===== config.mk =====
export PLATFORM = sky130hd
export DESIGN_NAME = n64_cmd_rx
export DESIGN_NICKNAME = d
export VERILOG_FILES = /design/src/rtl/n64_pkg.sv /design/src/rtl/n64_cmd_rx_sampler.sv /design/src/rtl/n64_cmd_rx.sv
export SDC_FILE = /design/constraint.sdc
export NUM_CORES = 1
export LEC_CHECK = 0
export BUFFER_PORTS_ARGS = -buffer_cell sky130_fd_sc_hd__buf_2
export CORE_MARGIN = 4
export CORE_UTILIZATION = 27
export CTS_CLUSTER_DIAMETER = 40
export DETAILED_ROUTE_END_ITERATION = 12
export PLACE_DENSITY_LB_ADDON = 0.08
export SKIP_LAST_GASP = 1
export SLEW_MARGIN = 20
export SYNTH_ARGS = -nofsm -noshare
export SYNTH_HDL_FRONTEND = slang
export SYNTH_HIERARCHICAL = 1
export SYNTH_SLANG_ARGS = --single-unit

===== constraint.sdc =====
create_clock -name clk -period 2.7 [get_ports clk]
set_input_delay 0.54 -clock clk [delete_from_list [all_inputs] [get_ports clk]]
set_output_delay 0.54 -clock clk [all_outputs]
set_load 0.05 [all_outputs]

===== src/rtl/n64_pkg.sv =====
// Shared definitions for the N64 console-side command receiver and reply transmitter:
// command bytes, reply-select codes, frame lengths and the frame classifier.
package n64_pkg;

    localparam logic [7:0] CMD_STATUS = 8'h00;
    localparam logic [7:0] CMD_POLL   = 8'h01;
    localparam logic [7:0] CMD_RDPAK  = 8'h02;
    localparam logic [7:0] CMD_WRPAK  = 8'h03;
    localparam logic [7:0] CMD_RESET  = 8'hFF;

    localparam logic [4:0] RESP_IDLE     = 5'b00000;
    localparam logic [4:0] RESP_STATUS   = 5'b10010;
    localparam logic [4:0] RESP_POLL     = 5'b10001;
    localparam logic [4:0] RESP_PAK_ID   = 5'b10101;
    localparam logic [4:0] RESP_RDPAK    = 5'b10110;
    localparam logic [4:0] RESP_WRPAK    = 5'b10111;

    // Frame lengths include the trailing console stop bit.
    localparam logic [8:0] BITS_SHORT = 9'd9;
    localparam logic [8:0] BITS_RDPAK = 9'd25;
    localparam logic [8:0] BITS_WRPAK = 9'd281;

    // Address bits [15:5] of the pak identification read (address 0x8000).
    localparam logic [10:0] PAK_ID_ADDR = 11'h400;

    typedef enum logic [1:0] {
        ST_IDLE = 2'd0,
        ST_RX   = 2'd1,
        ST_HOLD = 2'd2,
        ST_ERR  = 2'd3
    } rx_state_t;

    // Maps a completed frame to its reply code; RESP_IDLE marks a frame to discard.
    function automatic logic [4:0] classify(input logic [8:0]  nbits,
                                            input logic [7:0]  cmd_byte,
                                            input logic [10:0] addr_hi);
        logic [4:0] r;
        r = RESP_IDLE;
        case (nbits)
            BITS_SHORT: begin
                if ((cmd_byte == CMD_STATUS) || (cmd_byte == CMD_RESET)) begin
                    r = RESP_STATUS;
                end else if (cmd_byte == CMD_POLL) begin
                    r = RESP_POLL;
                end else begin
                    r = RESP_IDLE;
                end
            end
            BITS_RDPAK: begin
                if (cmd_byte == CMD_RDPAK) begin
                    r = (addr_hi == PAK_ID_ADDR) ? RESP_PAK_ID : RESP_RDPAK;
                end else begin
                    r = RESP_IDLE;
                end
            end
            BITS_WRPAK: begin
                r = (cmd_byte == CMD_WRPAK) ? RESP_WRPAK : RESP_IDLE;
            end
            default: r = RESP_IDLE;
        endcase
        return r;
    endfunction

endpackage


===== src/rtl/n64_cmd_rx_sampler.sv =====
// Line front end: synchronizes the N64 data line, detects edges and turns each
// low pulse into a decoded bit; also flags over-long lows and idle line time.
module n64_bit_sampler #(
    parameter int CLKS_PER_US = 48,
    parameter int ONE_MAX_US  = 2,
    parameter int LOW_MAX_US  = 5,
    parameter int IDLE_US     = 4,
    parameter int CW          = 15
) (
    input  logic clk,
    input  logic reset,
    input  logic n64_in,
    output logic fall_edge,
    output logic bit_valid,
    output logic bit_val,
    output logic low_too_long,
    output logic idle_hit
);

    localparam logic [CW-1:0] ONE_TICKS = CW'(ONE_MAX_US * CLKS_PER_US);
    localparam logic [CW-1:0] LOW_TICKS = CW'(LOW_MAX_US * CLKS_PER_US);
    localparam logic [CW-1:0] IDLE_LAST = CW'(IDLE_US * CLKS_PER_US - 1);
    localparam logic [CW-1:0] CNT_MAX   = {CW{1'b1}};
    localparam logic [CW-1:0] CNT_ONE   = CW'(1);
    localparam logic [CW-1:0] CNT_ZERO  = {CW{1'b0}};

    logic          sync1_r, sync2_r, prev_r;
    logic          fall_r, rise_r, bit_val_r;
    logic [CW-1:0] low_cnt_r, idle_cnt_r;
    logic          fall_s, rise_s;

    assign fall_s = prev_r & ~sync2_r;
    assign rise_s = ~prev_r & sync2_r;

    // Synchronizer chain (reset to the idle-high level) and registered edge/bit strobes.
    always_ff @(posedge clk) begin
        if (reset) begin
            sync1_r   <= 1'b1;
            sync2_r   <= 1'b1;
            prev_r    <= 1'b1;
            fall_r    <= 1'b0;
            rise_r    <= 1'b0;
            bit_val_r <= 1'b0;
        end else begin
            sync1_r   <= n64_in;
            sync2_r   <= sync1_r;
            prev_r    <= sync2_r;
            fall_r    <= fall_s;
            rise_r    <= rise_s;
            bit_val_r <= rise_s ? (low_cnt_r < ONE_TICKS) : bit_val_r;
        end
    end

    // Saturating low-width and high-time counters; low width is held through the rising edge.
    always_ff @(posedge clk) begin
        if (reset) begin
            low_cnt_r  <= CNT_ZERO;
            idle_cnt_r <= CNT_ZERO;
        end else if (!sync2_r) begin
            idle_cnt_r <= CNT_ZERO;
            if (fall_s) begin
                low_cnt_r <= CNT_ONE;
            end else begin
                low_cnt_r <= (low_cnt_r != CNT_MAX) ? (low_cnt_r + CNT_ONE) : low_cnt_r;
            end
        end else begin
            low_cnt_r  <= low_cnt_r;
            idle_cnt_r <= (idle_cnt_r != CNT_MAX) ? (idle_cnt_r + CNT_ONE) : idle_cnt_r;
        end
    end

    assign fall_edge    = fall_r;
    assign bit_valid    = rise_r;
    assign bit_val      = bit_val_r;
    assign low_too_long = ~sync2_r & (low_cnt_r >= LOW_TICKS);
    assign idle_hit     = sync2_r & (idle_cnt_r >= IDLE_LAST);

endmodule


===== src/rtl/n64_cmd_rx.sv =====
// Console-side N64 command receiver: decodes command frames into the reply-select
// code and holds it while the reply transmitter is busy.
module n64_cmd_rx
    import n64_pkg::*;
#(
    parameter int CLKS_PER_US = 48,
    parameter int ONE_MAX_US  = 2,
    parameter int LOW_MAX_US  = 5,
    parameter int IDLE_US     = 4,
    parameter int WDOG_US     = 500
) (
    input  logic        clk,
    input  logic        reset,
    input  logic        n64_in,
    input  logic        tx_busy,
    output logic [4:0]  Response,
    output logic [7:0]  cmd,
    output logic [15:0] pak_addr,
    output logic        frame_err
);

    localparam int              CW       = $clog2(WDOG_US * CLKS_PER_US + 1);
    localparam logic [CW-1:0]   WD_LAST  = CW'(WDOG_US * CLKS_PER_US - 1);
    localparam logic [CW-1:0]   WD_ONE   = CW'(1);
    localparam logic [8:0]      BITS_MAX = 9'h1FF;

    logic fall_edge_s, bit_valid_s, bit_val_s, low_too_long_s, idle_hit_s;

    n64_bit_sampler #(
        .CLKS_PER_US (CLKS_PER_US),
        .ONE_MAX_US  (ONE_MAX_US),
        .LOW_MAX_US  (LOW_MAX_US),
        .IDLE_US     (IDLE_US),
        .CW          (CW)
    ) u_sampler (
        .clk          (clk),
        .reset        (reset),
        .n64_in       (n64_in),
        .fall_edge    (fall_edge_s),
        .bit_valid    (bit_valid_s),
        .bit_val      (bit_val_s),
        .low_too_long (low_too_long_s),
        .idle_hit     (idle_hit_s)
    );

    rx_state_t     state_r, state_n;
    logic [4:0]    resp_r, resp_n;
    logic [7:0]    cmd_r, cmd_n;
    logic [15:0]   addr_r, addr_n;
    logic          err_r, err_n;
    logic [7:0]    cmd_sh_r, cmd_sh_n;
    logic [15:0]   addr_sh_r, addr_sh_n;
    logic [8:0]    bitcnt_r, bitcnt_n;
    logic [CW-1:0] wd_r, wd_n;
    logic          seen_r, seen_n;
    logic [4:0]    class_s;

    assign class_s = classify(bitcnt_r, cmd_sh_r, addr_sh_r[15:5]);

    // Frame FSM: next state, field shifting and registered-output updates.
    always_comb begin
        state_n   = state_r;
        resp_n    = resp_r;
        cmd_n     = cmd_r;
        addr_n    = addr_r;
        err_n     = 1'b0;
        cmd_sh_n  = cmd_sh_r;
        addr_sh_n = addr_sh_r;
        bitcnt_n  = bitcnt_r;
        wd_n      = wd_r;
        seen_n    = seen_r;
        case (state_r)
            ST_IDLE: begin
                if (fall_edge_s) begin
                    state_n   = ST_RX;
                    bitcnt_n  = 9'd0;
                    cmd_sh_n  = 8'h00;
                    addr_sh_n = 16'h0000;
                end else begin
                    state_n = ST_IDLE;
                end
            end
            ST_RX: begin
                // Idle expiry is checked first so it closes the frame ahead of any new edge.
                if (idle_hit_s) begin
                    if (class_s != RESP_IDLE) begin
                        state_n = ST_HOLD;
                        resp_n  = class_s;
                        cmd_n   = cmd_sh_r;
                        wd_n    = {CW{1'b0}};
                        seen_n  = tx_busy;
                        if ((cmd_sh_r == CMD_RDPAK) || (cmd_sh_r == CMD_WRPAK)) begin
                            addr_n = addr_sh_r;
                        end else begin
                            addr_n = addr_r;
                        end
                    end else begin
                        state_n = ST_ERR;
                        err_n   = 1'b1;
                    end
                end else if (low_too_long_s || (bitcnt_r > BITS_WRPAK)) begin
                    state_n = ST_ERR;
                    err_n   = 1'b1;
                end else if (bit_valid_s) begin
                    bitcnt_n = (bitcnt_r != BITS_MAX) ? (bitcnt_r + 9'd1) : bitcnt_r;
                    if (bitcnt_r < 9'd8) begin
                        cmd_sh_n = {cmd_sh_r[6:0], bit_val_s};
                    end else if (bitcnt_r < 9'd24) begin
                        addr_sh_n = {addr_sh_r[14:0], bit_val_s};
                    end else begin
                        addr_sh_n = addr_sh_r;
                    end
                end else begin
                    state_n = ST_RX;
                end
            end
            ST_HOLD: begin
                seen_n = seen_r | tx_busy;
                if ((seen_r && !tx_busy) || (wd_r >= WD_LAST)) begin
                    state_n = ST_IDLE;
                    resp_n  = RESP_IDLE;
                end else begin
                    wd_n = wd_r + WD_ONE;
                end
            end
            ST_ERR: begin
                if (idle_hit_s) begin
                    state_n = ST_IDLE;
                end else begin
                    state_n = ST_ERR;
                end
            end
            default: begin
                state_n = ST_IDLE;
                resp_n  = RESP_IDLE;
            end
        endcase
    end

    // State and datapath registers.
    always_ff @(posedge clk) begin
        if (reset) begin
            state_r   <= ST_IDLE;
            resp_r    <= RESP_IDLE;
            cmd_r     <= 8'h00;
            addr_r    <= 16'h0000;
            err_r     <= 1'b0;
            cmd_sh_r  <= 8'h00;
            addr_sh_r <= 16'h0000;
            bitcnt_r  <= 9'd0;
            wd_r      <= {CW{1'b0}};
            seen_r    <= 1'b0;
        end else begin
            state_r   <= state_n;
            resp_r    <= resp_n;
            cmd_r     <= cmd_n;
            addr_r    <= addr_n;
            err_r     <= err_n;
            cmd_sh_r  <= cmd_sh_n;
            addr_sh_r <= addr_sh_n;
            bitcnt_r  <= bitcnt_n;
            wd_r      <= wd_n;
            seen_r    <= seen_n;
        end
    end

    assign Response  = resp_r;
    assign cmd       = cmd_r;
    assign pak_addr  = addr_r;
    assign frame_err = err_r;

endmodule


Yosys cells after proc, flatten, opt, wreduce, memory -nomap -nowiden --
Index checks and enable logic that the tools add are counted.
Word-level totals: word-level logic and storage cells 137, output and inout bits 30, flip-flop bits (word level) 117, bits of input ports 4
Operators by class: muxes and demuxes 49, add/subtract/negate cells 4, bitwise operators 8, equality and inequality tests 27, $lt $le $gt $ge 7, reduce and logical (&&, ||, !) cells 24
Operator list (number):
- $mux 16 | 6
- $mux 15 | 5
- $add 15x1->15 const B | 3
- $mux 9 | 5
- $mux 8 | 5
- $mux 5 | 7
- $pmux 16 s2 | 1
- $ge 15x8->1 const B | 2
- $ne 15x15->1 const B | 2
- $pmux 15 s2 | 1
- $ne 2x2->1 const B | 10
- $pmux 9 s2 | 1
- $eq 8x2->1 const B | 2
- $pmux 8 s2 | 1
- $ge 15x15->1 const B | 1
- $lt 15x7->1 const B | 1
- $pmux 5 s3 | 1
- $mux 2 | 6
- $reduce_and 4->1 | 3
- $reduce_and 6->1 | 2
- $eq 11x11->1 const B | 1
- $pmux 5 s2 | 1
- $add 9x1->9 const B | 1
- $eq 9x4->1 const B | 1
- other kinds (29) | 50

Longest topological paths before layout --
Gate-level depths: netlist (run 1).
word-level depth 8, gate-level depth with buffers 12, gate-level depth less buffers 11

Hierarchy --
Netlist (run 1), hierarchy kept.
Modules (own cells, without submodules):
- n64_cmd_rx | area each 3663.5 µm², seq. area each 1601.5 µm², cells an instance 429, times used 1
- n64_bit_sampler | area each 1856.8 µm², seq. area each 720.7 µm², cells an instance 219, times used 1

Least setup slack after synthesis (run 1) --
No wires, ideal clock.
kind flip-flop to flip-flop, start reg u_sampler.low_cnt_r[8], end reg addr_sh_r[12], cell stages (with the launch flop) 12, arrival 2.622 ns, slack 0.007 ns, library setup time 0.070 ns, path buffers 2, required time 2.630 ns, period minus slack after synthesis 2.693 ns, cell sequence dfxtp_1 -> buf_2 -> or4_1 -> nor4_1 -> a21oi_1 -> nand4bb_1 -> nand2b_1 -> nor3_1 -> o21a_1 -> clkbuf_1 -> nand3_1 -> a21oi_1
On the way: word-level cells in the longest chain between the ends 5
RTL lines:
- start, declared | RTL line n64_cmd_rx_sampler.sv:29 | logic [CW-1:0] low_cnt_r, idle_cnt_r;
- start signal, assigned | RTL line n64_cmd_rx_sampler.sv:64 | low_cnt_r <= (low_cnt_r != CNT_MAX) ? (low_cnt_r + CNT_ONE) : low_cnt_r;
- start signal, assigned | RTL line n64_cmd_rx_sampler.sv:67 | low_cnt_r <= low_cnt_r;
- $ge 15x8->1 | RTL line n64_cmd_rx_sampler.sv:75 | assign low_too_long = ~sync2_r & (low_cnt_r >= LOW_TICKS);
- $and 1x1->1 | RTL line n64_cmd_rx_sampler.sv:75
- via low_too_long_s | RTL line n64_cmd_rx.sv:27 | logic fall_edge_s, bit_valid_s, bit_val_s, low_too_long_s, idle_hit_s;
- $logic_or 1x1->1 | RTL line n64_cmd_rx.sv:101 | end else if (low_too_long_s || (bitcnt_r > BITS_WRPAK)) begin
- $ne 2x2->1 (no source line)
- $reduce_and 7->1 (no source line)
- end signal, assigned | RTL line n64_cmd_rx.sv:160 | addr_sh_r <= addr_sh_n;
- end, declared | RTL line n64_cmd_rx.sv:52 | logic [15:0] addr_sh_r, addr_sh_n;
The timed path passes the listed nets, and every way through them passes these cells. A chain may end at the register's enable or synchronous reset.

Final worst setup path (run 1) --
start reg u_sampler.low_cnt_r[9], end reg cmd_sh_r[2]
On the way: word-level cells in the longest chain between the ends 5
RTL lines:
- $ge 15x8->1 | RTL line n64_cmd_rx_sampler.sv:75
- $and 1x1->1 | RTL line n64_cmd_rx_sampler.sv:75
- via low_too_long_s | RTL line n64_cmd_rx.sv:27
- $logic_or 1x1->1 | RTL line n64_cmd_rx.sv:101
- $ne 2x2->1 (no source line)
- $reduce_and 6->1 (no source line)
- end signal, assigned | RTL line n64_cmd_rx.sv:159 | cmd_sh_r <= cmd_sh_n;
- end, declared | RTL line n64_cmd_rx.sv:51 | logic [7:0] cmd_sh_r, cmd_sh_n;
The timed path passes the listed nets, and every way through them passes these cells.

==> results.md, run 1 <==
* Prevailing post-synth register cell: sky130_fd_sc_hd__dfxtp_1
* Placement-stage cell area at around 6000 um2
* Detail-routed via count per cell at 5.00
* Register area at 2320 um2
* Detail Placement HPWL at about 9600 um
* Count of input and output buffers at 32
* FP Rows at 52
* Slack of the worst reg-to-reg path at 70 ps
* Endpoints failing hold at 0
* Worst-path maximum fanout at 7
* Total area of multi-input combinational cells at 3080 um2
* Critical path depth in cells at 11
* Number of setup violations in the final report at 0
* Final critical-path required period at 2630 ps
* Pwr per Cell Area at 603 nW/um2
* Outcome: complete, no violations
* Dominant cells by area after synthesis: sky130_fd_sc_hd__dfxtp_1 42%, sky130_fd_sc_hd__mux2i_1 5.1%, sky130_fd_sc_hd__a21oi_1 4.7%, sky130_fd_sc_hd__nor2_1 4.7%, sky130_fd_sc_hd__nand3_1 3.8%
* Drt drc at 0
* Type of element capturing the critical path: register
* Yosys warning count at 6
* MaxCap Viol Count at 0
* Syn Inst Count at 648
* Antenna violations before repair at 0
* Xor and xnor area share after synthesis at 0.0286
* Hold path endpoint: u_sampler/sync1_r
* Worst Setup Path Type: register to register
* Effective utilization at floorplan at 0.274
* Leakage at around 0.0024 uW
* Post-synth EDFFs at 0
* Simple-gate area share of the yosys netlist at 0.251
* Share of final-layout standard cells stronger than drive strength 1 at 0.187
* Proportion of synthesized area in mux cells at 0.0508
* Number of buffers created by CTS at 17
* Number of antenna-violating nets in the routed design at 0
* Global-route wire length before repair at 23900 um
* Total core area at a little over 20000 um2
* Cell area after technology mapping at 5520 um2
* Total global routing overflow at 0
* Number of top-level pins at 34
* Dominant combinational cell family by area after synthesis: simple AND/OR/NAND/NOR gates
* Reg clk slew, reported paths at 50 ps
* H-tree lvl count at 4
* Clock latency reported for the late side of the worst-skew pair at 420 ps
* Number of distinct library cells after synthesis at just over 70
* WL/cell at ~15 um
* Die ar. at ~23000 um2
* Startpoint of the lowest-slack hold path: n64_in
* Weighted congestion reported at the end of routability-driven placement at 0.796
* Total inserted antenna cells at 0
* Signal arrival time at the worst endpoint at ~3000 ps
* NumNets Final at approximately 710
* Final clock period utilization by the worst path at 0.975
* Syn-to-layout area delta at 24.0%
* Seq/Total Area, Yosys at 0.421
* Post-synthesis share of cell area spent on full adders, half adders and majority gates at 0.0136
* Series of cell instances along the critical path: or4_4 > nor4_4 > a21oi_2 > nand4bb_4 > nand2b_4 > o22a_1 > buf_6 > nor4_4 > buf_6 > a22oi_2 > nor2_1
* Top achievable clock speed at 380 MHz
* Largest delay contributor family on the critical path: simple AND/OR/NAND/NOR gates
* Final instance area at 6840 um2
* CTS Buffer Depth at 2
* Worst VDD drop at ~0.4 mV
* Layout filler cell count at 2117
* Delay of the slowest cell on the worst path at around 540 ps
* Headroom to the max-slew limit at 0.570
* Final setup skew at 14.3 ps
* Setup repair after global routing missed its margin: yes
* Chip height at approximately 150 um
* Cell count of the worst reg-to-reg path at 11
* Drt initial violations at 210
* Fraction of synthesized cell area taken by the top area cell type at 0.421
* Min-delay worst type: input pin to register
* Number of nets produced by synthesis at 658
* Number of buffers and inverters on the critical path at 2
* Number of cells on the worst hold path at 2
* Compound-Gate Fraction of Synth Area at 0.193
* FF-to-FF End: cmd_sh_r[2]
* Buffer type at the clock tree root: sky130_fd_sc_hd__clkbuf_16
* Max-slew violation count at 0
* Maximum number of pins on one net before global-route repair at 104
* First drt pass iteration count at 5
* Start of the worst register-to-register path: u_sampler/low_cnt_r[9]
* Die boundary width at 151 um
* Data required, critical path at approximately 3000 ps
* Actual transition at the worst max-transition pin at roughly 640 ps
* Post-cts hold buffer count at 0
* # clock sinks at 116
* GR Util All Layers at 0.130
* Worst-path cell with the longest stage delay: sky130_fd_sc_hd__or4_4
* Worst hold slack across all endpoints at 310 ps
* Synth Register Bits at 116
* Post-synthesis average cell area at 8.52 um2
* Overall routed net length at 14200 um
* Number of global-route vias before repair at 4734
* Proportion of register bits with asynchronous set or reset after synthesis at 0
* Largest area contributor in the synthesized netlist: sky130_fd_sc_hd__dfxtp_1
* Type of origin of the critical path: register
* TritonCTS clock tree: built
* Number of vias in the routed layout at approximately 5k
-- cells in the mapped netlist, drive strengths merged, types with 11 or more instances --
library cell,count
nand3,43
buf,11
nor3,29
dfxtp,116
nand2,52
inv,16
a31oi,11
nor4,11
nor2,69
mux2i,28
nand4,17
xnor2,13
a21oi,52
clkbuf,26
o21ai,22
-- worst max-delay path by stage --
| stage | startpoint | slack, ps | endpoint |
|---|---|---|---|
| global route | u_sampler/low_cnt_r[9] | -100 | addr_sh_r[4] |
| finish | u_sampler/low_cnt_r[9] | 70 | cmd_sh_r[2] |
| floorplan | u_sampler/low_cnt_r[8] | 7 | addr_sh_r[12] |
| global placement | u_sampler/low_cnt_r[13] | -40 | bitcnt_r[3] |
| detailed placement | u_sampler/low_cnt_r[13] | -70 | cmd_sh_r[2] |
| CTS | u_sampler/low_cnt_r[13] | 2 | cmd_sh_r[2] |
-- placed cells by master, fill, tap and decap left out, types with 4 or more instances in the layout --
| cell type | synthesis | layout |
|---|---|---|
| sky130_fd_sc_hd__clkbuf_16 | 0 | 17 |
| sky130_fd_sc_hd__a21oi_1 | 52 | 50 |
| sky130_fd_sc_hd__nand4_1 | 16 | 16 |
| sky130_fd_sc_hd__xnor2_1 | 13 | 13 |
| sky130_fd_sc_hd__clkinv_2 | 0 | 4 |
| sky130_fd_sc_hd__mux2i_1 | 28 | 28 |
| sky130_fd_sc_hd__and3_1 | 8 | 8 |
| sky130_fd_sc_hd__a311oi_2 | 4 | 4 |
| sky130_fd_sc_hd__a211oi_1 | 5 | 5 |
| sky130_fd_sc_hd__nor4_1 | 9 | 7 |
| sky130_fd_sc_hd__nor2_1 | 69 | 69 |
| sky130_fd_sc_hd__inv_1 | 15 | 15 |
| sky130_fd_sc_hd__dfxtp_1 | 116 | 115 |
| sky130_fd_sc_hd__a31oi_1 | 11 | 11 |
| sky130_fd_sc_hd__nand2_1 | 52 | 52 |
| sky130_fd_sc_hd__clkinvlp_4 | 0 | 4 |
| sky130_fd_sc_hd__nand2b_1 | 6 | 5 |
| sky130_fd_sc_hd__o21ai_1 | 4 | 4 |
| sky130_fd_sc_hd__nor3_1 | 28 | 28 |
| sky130_fd_sc_hd__a22oi_2 | 0 | 5 |
| sky130_fd_sc_hd__o211ai_1 | 4 | 4 |
| sky130_fd_sc_hd__and2_1 | 6 | 6 |
| sky130_fd_sc_hd__ha_1 | 6 | 6 |
| sky130_fd_sc_hd__o21ai_0 | 18 | 18 |
| sky130_fd_sc_hd__nand3_1 | 42 | 42 |
| sky130_fd_sc_hd__buf_4 | 2 | 32 |
| sky130_fd_sc_hd__or3_1 | 8 | 8 |
| sky130_fd_sc_hd__buf_2 | 6 | 31 |
| sky130_fd_sc_hd__and4_1 | 6 | 6 |
| sky130_fd_sc_hd__xor2_1 | 5 | 5 |
-- where the power goes --
| group | internal, uW | switching [uW] |
|---|---|---|
| clock network | 1270 | 854 |
| registers | 1730 | 30.7 |
| logic | 70.4 | 172 |
-- layout make-up --
class	count	share of cell area
tap	270	0.0494
inverter	17	0.00933
clock buffer	17	0.0622
multi-input combinational	478	0.450
sequential	116	0.340
clock inverter	15	0.0194
timing repair buffer	68	0.0698
-- cell families after synthesis --
logic type / after synthesis
buf+inv: 54
compound gates: 153
flops: 116
simple gates: 272
other cells: 1
xor+xnor: 18
mux: 28
fa+ha+maj: 6
-- routing by layer --
layer	vias to the layer above	GRT usage	routed length, um
li1	2502	-	-
met1	2325	0.170	6980
met2	68	0.204	6570
met3	10	0.0362	500
met4	0	0.0481	189
met5	-	0	0
-- sequential cells by signal, summed over array words and instances, names as in the netlist --
signal                cells
frame_err                 1
pak_addr                 16
u_sampler/prev_r          1
u_sampler/bit_val         1
wd_r                     15
u_sampler/idle_cnt_r     15
u_sampler/bit_valid       1
state_r                   2
addr_sh_r                16
u_sampler/sync1_r         1
u_sampler/fall_edge       1
u_sampler/sync2_r         1
cmd_sh_r                  8
u_sampler/low_cnt_r      15
Response                  4
cmd                       8
bitcnt_r                  9
seen_r                    1
-- stage by stage --
| stage | utilization | power (uW) | std cells | setup TNS [ps] | worst slack, ps |
|---|---|---|---|---|---|
| after global placement | 0.306 | 2040 | 948 | -97.6 | -41.7 |
| final | 0.339 | 4130 | 981 | 0 | 67.4 |
| after detailed placement | 0.306 | 2040 | 948 | -359 | -67.2 |
| after global routing | 0.339 | 4310 | 981 | -1640 | -96.1 |
| after CTS | 0.334 | 4200 | 980 | 0 | 2.36 |
| after floorplan | - | 1960 | 648 | 0 | 7.41 |
-- timing repair --
action                                  CTS  global route
pin swaps                                 0            13
endpoints found under the setup margin   17            29
resized for setup                         1            18
buffers inserted                          0             1
(Power assumes the default switching activity.)
==> inputs of run 2 (changes only) <==
--- a/config.mk
+++ b/config.mk
@@ -7,7 +7,7 @@
 export LEC_CHECK = 0
 export BUFFER_PORTS_ARGS = -buffer_cell sky130_fd_sc_hd__buf_2
 export CORE_MARGIN = 4
-export CORE_UTILIZATION = 27
+export CORE_UTILIZATION = 40
 export CTS_CLUSTER_DIAMETER = 40
 export DETAILED_ROUTE_END_ITERATION = 12
 export PLACE_DENSITY_LB_ADDON = 0.08
==> run 2 against run 1 <==
  * Non-clock buffer count is 7 lower
  * Combinational power is 6% lower
  * Global-route usage is 3.9 points higher
  * First-iteration DRC count is 31% higher
  * Via count is 0.63% higher
  * Routed wire length is 8.9% lower
  * Sequential share of layout area is 0.58 points higher
  * Largest power group unchanged
  * Highest routed layer unchanged
  * Total power is 8.9% higher
==> results.md, run 2 (synthesis results as in run 1) <==
* Signal arrival time at the worst endpoint at 2910 ps (was 2980 ps)
* Delay of the slowest cell on the worst path at 540 ps (about the same)
* Min-delay worst type: input pin to register (unchanged)
* Maximum number of pins on one net before global-route repair at 64 (was 104)
* Max-slew violation count at 0 (unchanged)
* Drt initial violations at 276 (was 210)
* Worst-path cell with the longest stage delay: sky130_fd_sc_hd__or4_4 (unchanged)
* Number of antenna-violating nets in the routed design at 0 (unchanged)
* Post-CTS Repair Setup Buffers at 0 (unchanged)
* Worst-path maximum fanout at 7 (unchanged)
* Final setup skew at 6.25 ps (was 14.3 ps)
* Type of element capturing the critical path: register (unchanged)
* Data required, critical path at 3040 ps (was 3050 ps)
* NumNets Final at 701 (was 708)
* Worst Setup Path Type: register to register (unchanged)
* Number of buffers and inverters on the critical path at 2 (unchanged)
* Met1 Usage GRT at 0.223 (was 0.170)
* Critical path depth in cells at 11 (unchanged)
* Leakage at 0.00243 uW (about the same)
* MaxCap Viol Count at 0 (unchanged)
* Total global routing overflow at 0 (unchanged)
* Actual transition at the worst max-transition pin at 672 ps (was 639 ps)
* Number of cells on the worst hold path at 2 (unchanged)
* Number of buffers created by CTS at 17 (unchanged)
* # clock sinks at 116 (unchanged)
* Post-cts hold buffer count at 0 (unchanged)
* Global-route track usage on met2 at 0.262 (was 0.204)
* Total core area at 13400 um2 (was 20200 um2)
* TritonCTS clock tree: built (unchanged)
* Drt drc at 0 (unchanged)
* Detail-routed via count per cell at 5.61 (was 5.00)
* FP Rows at 42 (was 52)
* Pwr per Cell Area at 668 nW/um2 (was 603 nW/um2)
* Antenna violations before repair at 0 (unchanged)
* Headroom to the max-slew limit at 0.552 (was 0.570)
* Global-route wire length before repair at 22400 um (was 23900 um)
* GR Util All Layers at 0.168 (was 0.130)
* Overall routed net length at 13000 um (was 14200 um)
* Reg clk slew, reported paths at 50 ps (about the same)
* First drt pass iteration count at 5 (unchanged)
* Placement-stage cell area at 5990 um2 (was 6170 um2)
* Worst hold slack across all endpoints at 309 ps (was 310 ps)
* Total inserted antenna cells at 0 (unchanged)
* Final clock period utilization by the worst path at 0.953 (was 0.975)
* Cell count of the worst reg-to-reg path at 11 (unchanged)
* Worst VDD drop at 0.700 mV (was 0.392 mV)
* Final critical-path required period at 2570 ps (was 2630 ps)
* Number of instances in the placed design at 848 (was 948)
* Top achievable clock speed at 389 MHz (was 380 MHz)
* Buffer type at the clock tree root: sky130_fd_sc_hd__clkbuf_16 (unchanged)
* Largest delay contributor family on the critical path: simple AND/OR/NAND/NOR gates (unchanged)
* Share of final-layout standard cells stronger than drive strength 1 at 0.172 (was 0.187)
* Die ar. at 15700 um2 (was 22800 um2)
* Leading cell type in the layout, fill and taps excluded: sky130_fd_sc_hd__dfxtp_1 (unchanged)
* Number of vias in the routed layout at 4936 (was 4905)
* Series of cell instances along the critical path: or4_4 > nor4_4 > a21oi_2 > nand4bb_1 > nand2b_4 > o22a_1 > buf_4 > nor4_4 > buf_4 > a22oi_1 > nor2_1 (was or4_4 > nor4_4 > a21oi_2 > nand4bb_4 > nand2b_4 > o22a_1 > buf_6 > nor4_4 > buf_6 > a22oi_2 > nor2_1)
* Detail Placement HPWL at 8770 um (was 9560 um)
* Chip height at 125 um (was 151 um)
* Effective utilization at floorplan at 0.412 (was 0.274)
* Endpoints failing hold at 0 (unchanged)
* Type of origin of the critical path: register (unchanged)
* Outcome: complete, no violations (unchanged)
* WL/cell at 14.7 um (was 14.5 um)
* Weighted congestion reported at the end of routability-driven placement at 0.875 (was 0.796)
* Global-route track usage on met3 at 0.0478 (was 0.0362)
* H-tree lvl count at 4 (unchanged)
* Syn-to-layout area delta at 21.9% (was 24.0%)
* CTS Buffer Depth at 2 (unchanged)
* Final cell count without fillers at 880 (was 981)
* Number of global-route vias before repair at 4660 (was 4734)
* Clock latency reported for the late side of the worst-skew pair at 410 ps (was 420 ps)
* Most frequent cells in the layout: 115 x sky130_fd_sc_hd__dfxtp_1, 69 x sky130_fd_sc_hd__nor2_1, 52 x sky130_fd_sc_hd__nand2_1, 51 x sky130_fd_sc_hd__a21oi_1, 42 x sky130_fd_sc_hd__nand3_1 (was 115 x sky130_fd_sc_hd__dfxtp_1, 69 x sky130_fd_sc_hd__nor2_1, 52 x sky130_fd_sc_hd__nand2_1, 50 x sky130_fd_sc_hd__a21oi_1, 42 x sky130_fd_sc_hd__nand3_1)
* Number of setup violations in the final report at 0 (unchanged)
* Count of input and output buffers at 32 (unchanged)
* Setup repair after global routing missed its margin: yes (unchanged)
* Die boundary width at 125 um (was 151 um)
* Number of top-level pins at 34 (unchanged)
* Layout filler cell count at 1309 (was 2117)
* Most heavily used metal layer in global routing: met2 (unchanged)
* Final instance area at 6730 um2 (was 6840 um2)
[run 2: area by class of cell]
class | instances | area (um2) | area share
multi-input cells | 478 | 3050 | 0.453
clock buffers | 20 | 467 | 0.0694
well taps | 176 | 220 | 0.0327
repair buffers | 61 | 405 | 0.0603
inverters | 17 | 63.8 | 0.00948
flip-flops and latches | 116 | 2320 | 0.345
clock inverters | 12 | 200 | 0.0298
[run 2: worst register-to-register path, stage by stage (launching register included)]
cell and delay (ps):
sky130_fd_sc_hd__dfxtp_2 310, sky130_fd_sc_hd__or4_4 540, sky130_fd_sc_hd__nor4_4 260, sky130_fd_sc_hd__a21oi_2 100
sky130_fd_sc_hd__nand4bb_1 210, sky130_fd_sc_hd__nand2b_4 200, sky130_fd_sc_hd__o22a_1 190, sky130_fd_sc_hd__buf_4 150
sky130_fd_sc_hd__nor4_4 130, sky130_fd_sc_hd__buf_4 190, sky130_fd_sc_hd__a22oi_1 100, sky130_fd_sc_hd__nor2_1 130
[run 2: per-layer routing]
layer / wire length [um] / part of all wire
met1: 6260 / 0.48
met2: 6050 / 0.47
met3: 465 / 0.036
met4: 198 / 0.015
met5: 0 / 0
[run 2: power by group]
| group | total (uW) | internal [uW] | switching [uW] |
|---|---|---|---|
| logic | 228 | 63.8 | 164 |
| registers | 1770 | 1740 | 33.7 |
| clock network | 2500 | 1710 | 788 |
[run 2: worst paths after layout]
kind                           startpoint                end  slack [ps]
setup / recovery  u_sampler/low_cnt_r[13]        cmd_sh_r[5]         130
hold / removal                     n64_in  u_sampler/sync1_r         310
setup reg to reg  u_sampler/low_cnt_r[13]        cmd_sh_r[5]         130
hold reg to reg         u_sampler/sync1_r  u_sampler/sync2_r         410
[run 2: stage by stage]
stage                     worst slack (ps)   util  setup TNS, ps  power [uW]
after floorplan                       7.41      -              0        1960
after global placement                33.8  0.447              0        2030
after detailed placement             -42.2  0.447           -158        2030
after CTS                             23.1  0.498              0        4540
after global routing                 -34.9  0.502          -45.2        4660
final                                  128  0.502              0        4490
[run 2: timing repair]
action | in CTS | in global routing
resized for setup | 1 | 11
hold endpoints to repair | 0 | 0
pin swaps | 0 | 7
setup endpoints to repair | 7 | 34
